**src/rtl/mux_scan_capture.sv**
```systemverilog
// mux_scan_capture: steps the mux select through every channel, samples each after a settle
// window and publishes the assembled word atomically with a done pulse.
module mux_scan_capture #(
    parameter int N_INPUTS      = 4,
    parameter int SEL_W         = 2,
    parameter int SETTLE_CYCLES = 1
) (
    input  logic                clk,
    input  logic                rst_n,
    input  logic                start,
    input  logic                abort,
    input  logic                cont_mode,
    input  logic                mux_bit,
    output logic [SEL_W-1:0]    sel,
    output logic                busy,
    output logic                done,
    output logic [N_INPUTS-1:0] data_out,
    output logic [7:0]          scan_count
);
    typedef enum logic [1:0] {IDLE, SETTLE, SAMPLE, DONE} state_t;
    localparam logic [SEL_W-1:0] LAST_SEL    = SEL_W'(N_INPUTS - 1);
    localparam logic [3:0]       SETTLE_LOAD = 4'(SETTLE_CYCLES);
    state_t              state;
    logic [3:0]          cnt;
    logic [N_INPUTS-2:0] staging;
    // The last channel bypasses staging and lands straight in data_out.
    always_ff @(posedge clk or negedge rst_n) begin
        if (!rst_n) begin
            state      <= IDLE;
            sel        <= '0;
            busy       <= 1'b0;
            done       <= 1'b0;
            data_out   <= '0;
            scan_count <= '0;
            staging    <= '0;
            cnt        <= '0;
        end else if (abort && state != IDLE) begin
            state   <= IDLE;
            sel     <= '0;
            busy    <= 1'b0;
            done    <= 1'b0;
            staging <= '0;
            cnt     <= '0;
        end else begin
            done <= 1'b0;
            case (state)
                IDLE: if (start && !abort) begin
                    state <= SETTLE;
                    sel   <= '0;
                    cnt   <= SETTLE_LOAD;
                    busy  <= 1'b1;
                end
                SETTLE: begin
                    cnt <= cnt - 4'd1;
                    if (cnt == 4'd1) state <= SAMPLE;
                end
                SAMPLE: if (sel != LAST_SEL) begin
                    staging[sel] <= mux_bit;
                    sel          <= sel + SEL_W'(1);
                    cnt          <= SETTLE_LOAD;
                    state        <= SETTLE;
                end else begin
                    data_out   <= {mux_bit, staging};
                    scan_count <= scan_count + 8'd1;
                    staging    <= '0;
                    done       <= 1'b1;
                    state      <= DONE;
                end
                DONE: begin
                    sel   <= '0;
                    cnt   <= SETTLE_LOAD;
                    busy  <= cont_mode;
                    state <= cont_mode ? SETTLE : IDLE;
                end
                default: state <= IDLE;
            endcase
        end
    end
endmodule

```
**config.mk**
```make
export PLATFORM = sky130hd
export DESIGN_NAME = mux_scan_capture
export DESIGN_NICKNAME = d
export VERILOG_FILES = /design/src/rtl/mux_scan_capture.sv
export SDC_FILE = /design/constraint.sdc
export NUM_CORES = 1
export LEC_CHECK = 0
export ABC_AREA = 1
export CAP_MARGIN = 5
export CORE_MARGIN = 2
export CORE_UTILIZATION = 50
export DETAILED_ROUTE_END_ITERATION = 7
export PLACE_DENSITY_LB_ADDON = 0.05
export SYNTH_ARGS = -nofsm -noshare
export SYNTH_HDL_FRONTEND = slang
export SYNTH_SLANG_ARGS = --single-unit
export TNS_END_PERCENT = 10
```
**constraint.sdc**
```tcl
create_clock -name clk -period 2.1 [get_ports clk]
set_input_delay 0.42 -clock clk [delete_from_list [all_inputs] [get_ports clk]]
set_output_delay 0.42 -clock clk [all_outputs]
set_load 0.03 [all_outputs]
```
## Word level (Yosys, flattened, before mapping)

Index checks and enable logic that the tools add are counted.

- Word-level logic and storage cells: 63
- Register bits after elaboration: 25
- Output and inout port bits: 16
- Input port bits: 6

- Equal/unequal tests: 8
- Order comparisons: 2
- Mux-type cells: 26
- Reductions and logical operators: 14
- Bitwise gates (word level): 2
- Add/sub/neg operators: 3

Operators with widths:

| operator | number |
|---|---|
| case mux 4 bit (4 select lines) | 1 |
| 2-to-1 mux 2 bit | 7 |
| 2-to-1 mux 4 bit | 3 |
| 2-to-1 mux 3 bit | 3 |
| != test 3 bit, second input constant | 3 |
| adder 8 x 1 -> 8 bit, second input constant | 1 |
| case mux 2 bit (4 select lines) | 1 |
| 2-to-1 mux 1 bit | 7 |
| case mux 2 bit (3 select lines) | 1 |
| AND reduction 2 bit | 3 |
| AND reduction 3 bit | 2 |
| == test 2 bit, second input constant | 2 |
| == test 4 x 1 -> 1 bit, second input constant | 1 |
| nonzero test 2 bit | 2 |
| nonzero test 4 bit | 1 |
| subtractor 4 x 1 -> 4 bit, second input constant | 1 |
| bitwise mux 3 bit | 1 |
| logical AND 1 bit | 3 |
| < comparator 2 x 3 -> 1 bit, second input constant | 1 |
| nonzero test 3 bit | 1 |
| adder 2 x 1 -> 2 bit, second input constant | 1 |
| demux 1 bit (select 2 bit) | 1 |
| == test 2 x 1 -> 1 bit, second input constant | 1 |
| >= comparator 2 x 1 -> 1 bit, second input constant | 1 |
| other kinds (5) | 6 |

## Logic depth before layout (Yosys ltp)

- Word-level depth: 8
- Mapped depth: 10

## Least setup slack after synthesis

No wires, ideal clock.

- Path type: register to register
- Start point: reg sel[0]
- End point: reg sel[0]
- Period minus slack after synthesis: 1.498 ns
- Setup slack: 0.602 ns
- Data arrival time: 1.380 ns
- Cell stages (with the launch flop): 10
- Cells stage by stage: dfrtp_1 > ha_1 > nand2_1 > inv_1 > nand2_4 > nand2_4 > inv_4 > nand2_4 > nand2_2 > o21ai_2

- Longest elaborated chain between the ends: 4

Ends and longest elaborated chain:

| what | RTL line | RTL |
|---|---|---|
| from (decl) | 14 | `output logic [SEL_W-1:0] sel,` |
| from (signal assigned) | 59 | `sel <= sel + SEL_W'(1);` |
| adder 2 x 1 -> 2 bit | 59 |  |
| 2-to-1 mux 2 bit | 57 | `SAMPLE: if (sel != LAST_SEL) begin` |
| case mux 2 bit (3 select lines) | 46 | `case (state)` |
| 2-to-1 mux 2 bit | 37 | `end else if (abort && state != IDLE) begin` |

Parallel ways exist; a longest one is shown, timed or not. The select of a mux whose other input is x is not followed.
A chain may end at the register's enable or synchronous reset.

## Worst setup path after layout

- Start point: reg sel[0]
- End point: out sel[0]

No word-level cell between the ends.

==> results.ini <==
[cts]
insertion_delay_ns = 0.31
htree_levels = 1
cts_setup_buffers = 0
clock-root-buffer = clkbuf_4
clock_path_buffers = 2
cts_tree = done
clk_pin_slew_ns = 0.13
numCtsBuffers = 3
post_cts_resized = 0
cts_hold_buf = 0
cts_sinks = 25

[placement]
dpl.hpwl_um = 1980
io_buffers = 21
gp_congestion = 0.811
dpl_worst_slack_ns = 0.312
place_inst = 227
place_area_sq_mm = 0.00170

[yosys]
syn_nets = 193
ys_ff_latch = 25
synth_edf_count = 0
yosysMostFrequentCell = nand2_1
yosys_warnings = 0
synth.avg_cell_area_sq_um = 8.32
ys_top_cells_by_count = nand2_1 (51), dfrtp_1 (25), inv_1 (18)
syn_inst = 175
ys_types = 22
synth_area_leaders = dfrtp_1 (43%), nand2_1 (13%), ha_1 (10%)
yosysSeqAreaShare_pct = 43.0
async_flop_share_pct = 100
synthFlopType = dfrtp_1
synth_largest_area_cell = dfrtp_1
synth_top_area_share_pct = 43.0
syn-cell-area_sq_mm = 0.00146

[floorplan]
dieArea_sq_mm = 0.00336
row_count = 19
io_pins = 22
core_region_area_sq_mm = 0.00276
die_y_um = 57.9
start_util_pct = 52.8
die_w_um = 57.9

[timing]
tightest_slew_ns = 0.323
fin_worst_skew_ns = 0.00260
relSlewSlack_pct = 78.5
finalCritPeriodShare_pct = 91.1
rsz0062_at_grt = no
fin_setup_tns_ns = 0
max_freq_mhz = 523
report.final.slew_viol_count = 0
finalSetupViolCount = 0
setup_ws_ns = 0.186
whs_ns = 0.455
finalCriticalPeriod_ns = 1.91
hold_viol_final = 0

[critical_path]
path_buf_inv = 1
cp.depth = 1
cp.arrival_ns = 1.49
worst_setup_path_start_kind = flip-flop
critPathKind = reg2out
cp_max_fo = 5
crit_chain = clkdlybuf4s50_1
worstSetupEndpointType = output port
worst_path_max_delay_cell = clkdlybuf4s50_1
reg2reg_depth = 10
crit_required_ns = 1.68
critical-path-top-delay-family = buffers and inverters
max_stage_delay_ns = 0.71

[global_routing]
grt.busiest_layer = met2
antenna_found_initial = 0
use_met3_pct = 2.90
grt_max_degree = 26
grt_pass1_vias = 1089
grt_overflow = 0
grt_usage_pct = 17.7
gr-usage-met2_pct = 28.1
use_met1_pct = 24.4
grt_pass1_wl_um = 4690

[cells_and_area]
fin_util_pct = 62.6
seqCellArea_sq_um = 626
fillers = 255
nets = 219
fin_area_sq_mm = 0.00173
syn2layout_area_growth_pct = 18.7
fin_cells = 231
multi_input_area_sq_um = 733
antenna_cells = 0
drive_above_1_share_pct = 13.0

[power_and_ir_drop]
ir_drop_uv = 804
switchingPower_mw = 0.773
combinationalPowerShare_pct = 48.7
p_per_area_mw_per_mm2 = 1020
pwr-share-seq_pct = 39.1
p_clk_share_pct = 12.2
p_leak_nw = 0.880
power_mw = 1.76
internal-power_mw = 0.983
swShare_pct = 44.0

[drt]
wl_per_cell_um = 11.1
viasPerCell = 4.88
ant_nets = 0
routed_wl_um = 2570
dr_total_vias = 1128
drc = 0
drt_first_pass_iters = 4
drtIter0Drc = 27

[status]
status = finished, final reports clean

[hold_path]
min_path_type = in2async

[run]
max_cap_violations = 0

==> worst paths after layout <==
check,endpoint,slack [ns],start
max,sel[0],0.19,sel[0]$_DFFE_PN0P_
min,cnt[2]$_DFFE_PN0P_,0.45,rst_n
max reg2reg,sel[0]$_DFFE_PN0P_,0.38,state[0]$_DFFE_PN0P_
min reg2reg,data_out[0]$_DFFE_PN0P_,0.50,staging[0]$_DFFE_PN0P_
max in group asynchronous,scan_count[7]$_DFFE_PN0P_,1.40,rst_n
min in group clk,data_out[0]$_DFFE_PN0P_,0.50,staging[0]$_DFFE_PN0P_
==> cells in the final DEF (no fill, tap or decap) <==
master           netlist  final
nand3_1               10     10
nand4_1                3      3
nor2_4                 2      2
o21ai_0                7      7
a21oi_1                2      2
o21ai_1                6      6
nand3b_1               1      1
clkdlybuf4s50_1        0     21
nand2_4                4      4
nand2_1               51     51
xor2_1                 2      2
clkbuf_1               0      1
inv_1                 18     18
buf_4                  0      1
nor2_2                 3      3
o31ai_1                1      1
xnor2_1                3      3
o21ai_2                2      2
dfrtp_1               25     25
nand2_2                7      7
ha_1                  12     12
inv_2                  3      3
inv_4                  1      1
clkbuf_4               0      3
nor2_1                11     11
==> routing by layer <==
layer  share of wire [%]  wire length (um)
met2                  47              1210
met5                   0                 0
met3                 2.3                59
met4                0.58                15
met1                  50              1280
==> sequential cells by signal, indices dropped and copies added (netlist names) <==
signal and flops:
busy 1, done 1, data_out 4, cnt 4, staging 3, scan_count 8
state 2, sel 2
==> kinds of logic after synthesis <==
logic type	share of synthesized area [%]
AOI/OAI and AO/OA	6.88
xor gates and xnor gates	3.01
adders and majority gates	10.3
buffers and inverters	6.62
DFF	43.0
and+or+nand+nor	30.2
==> area by class of cell <==
class | instances | area share (%)
multi-input cells | 127 | 42.5
flip-flops and latches | 25 | 36.2
repair buffers | 22 | 12.6
inverters | 22 | 4.93
well taps | 31 | 2.25
clock buffers | 4 | 1.52
==> power by group through the flow <==
stage | sequential (mW) | clock, mW | combinational, mW
floorplan | 0.726 | 0 | 0.619
global placement | 0.693 | 0 | 0.849
detailed placement | 0.697 | 0 | 0.864
CTS | 0.687 | 0.228 | 0.867
global route | 0.706 | 0.243 | 0.991
finish | 0.687 | 0.214 | 0.855
Power figures use the tool's default switching activity.
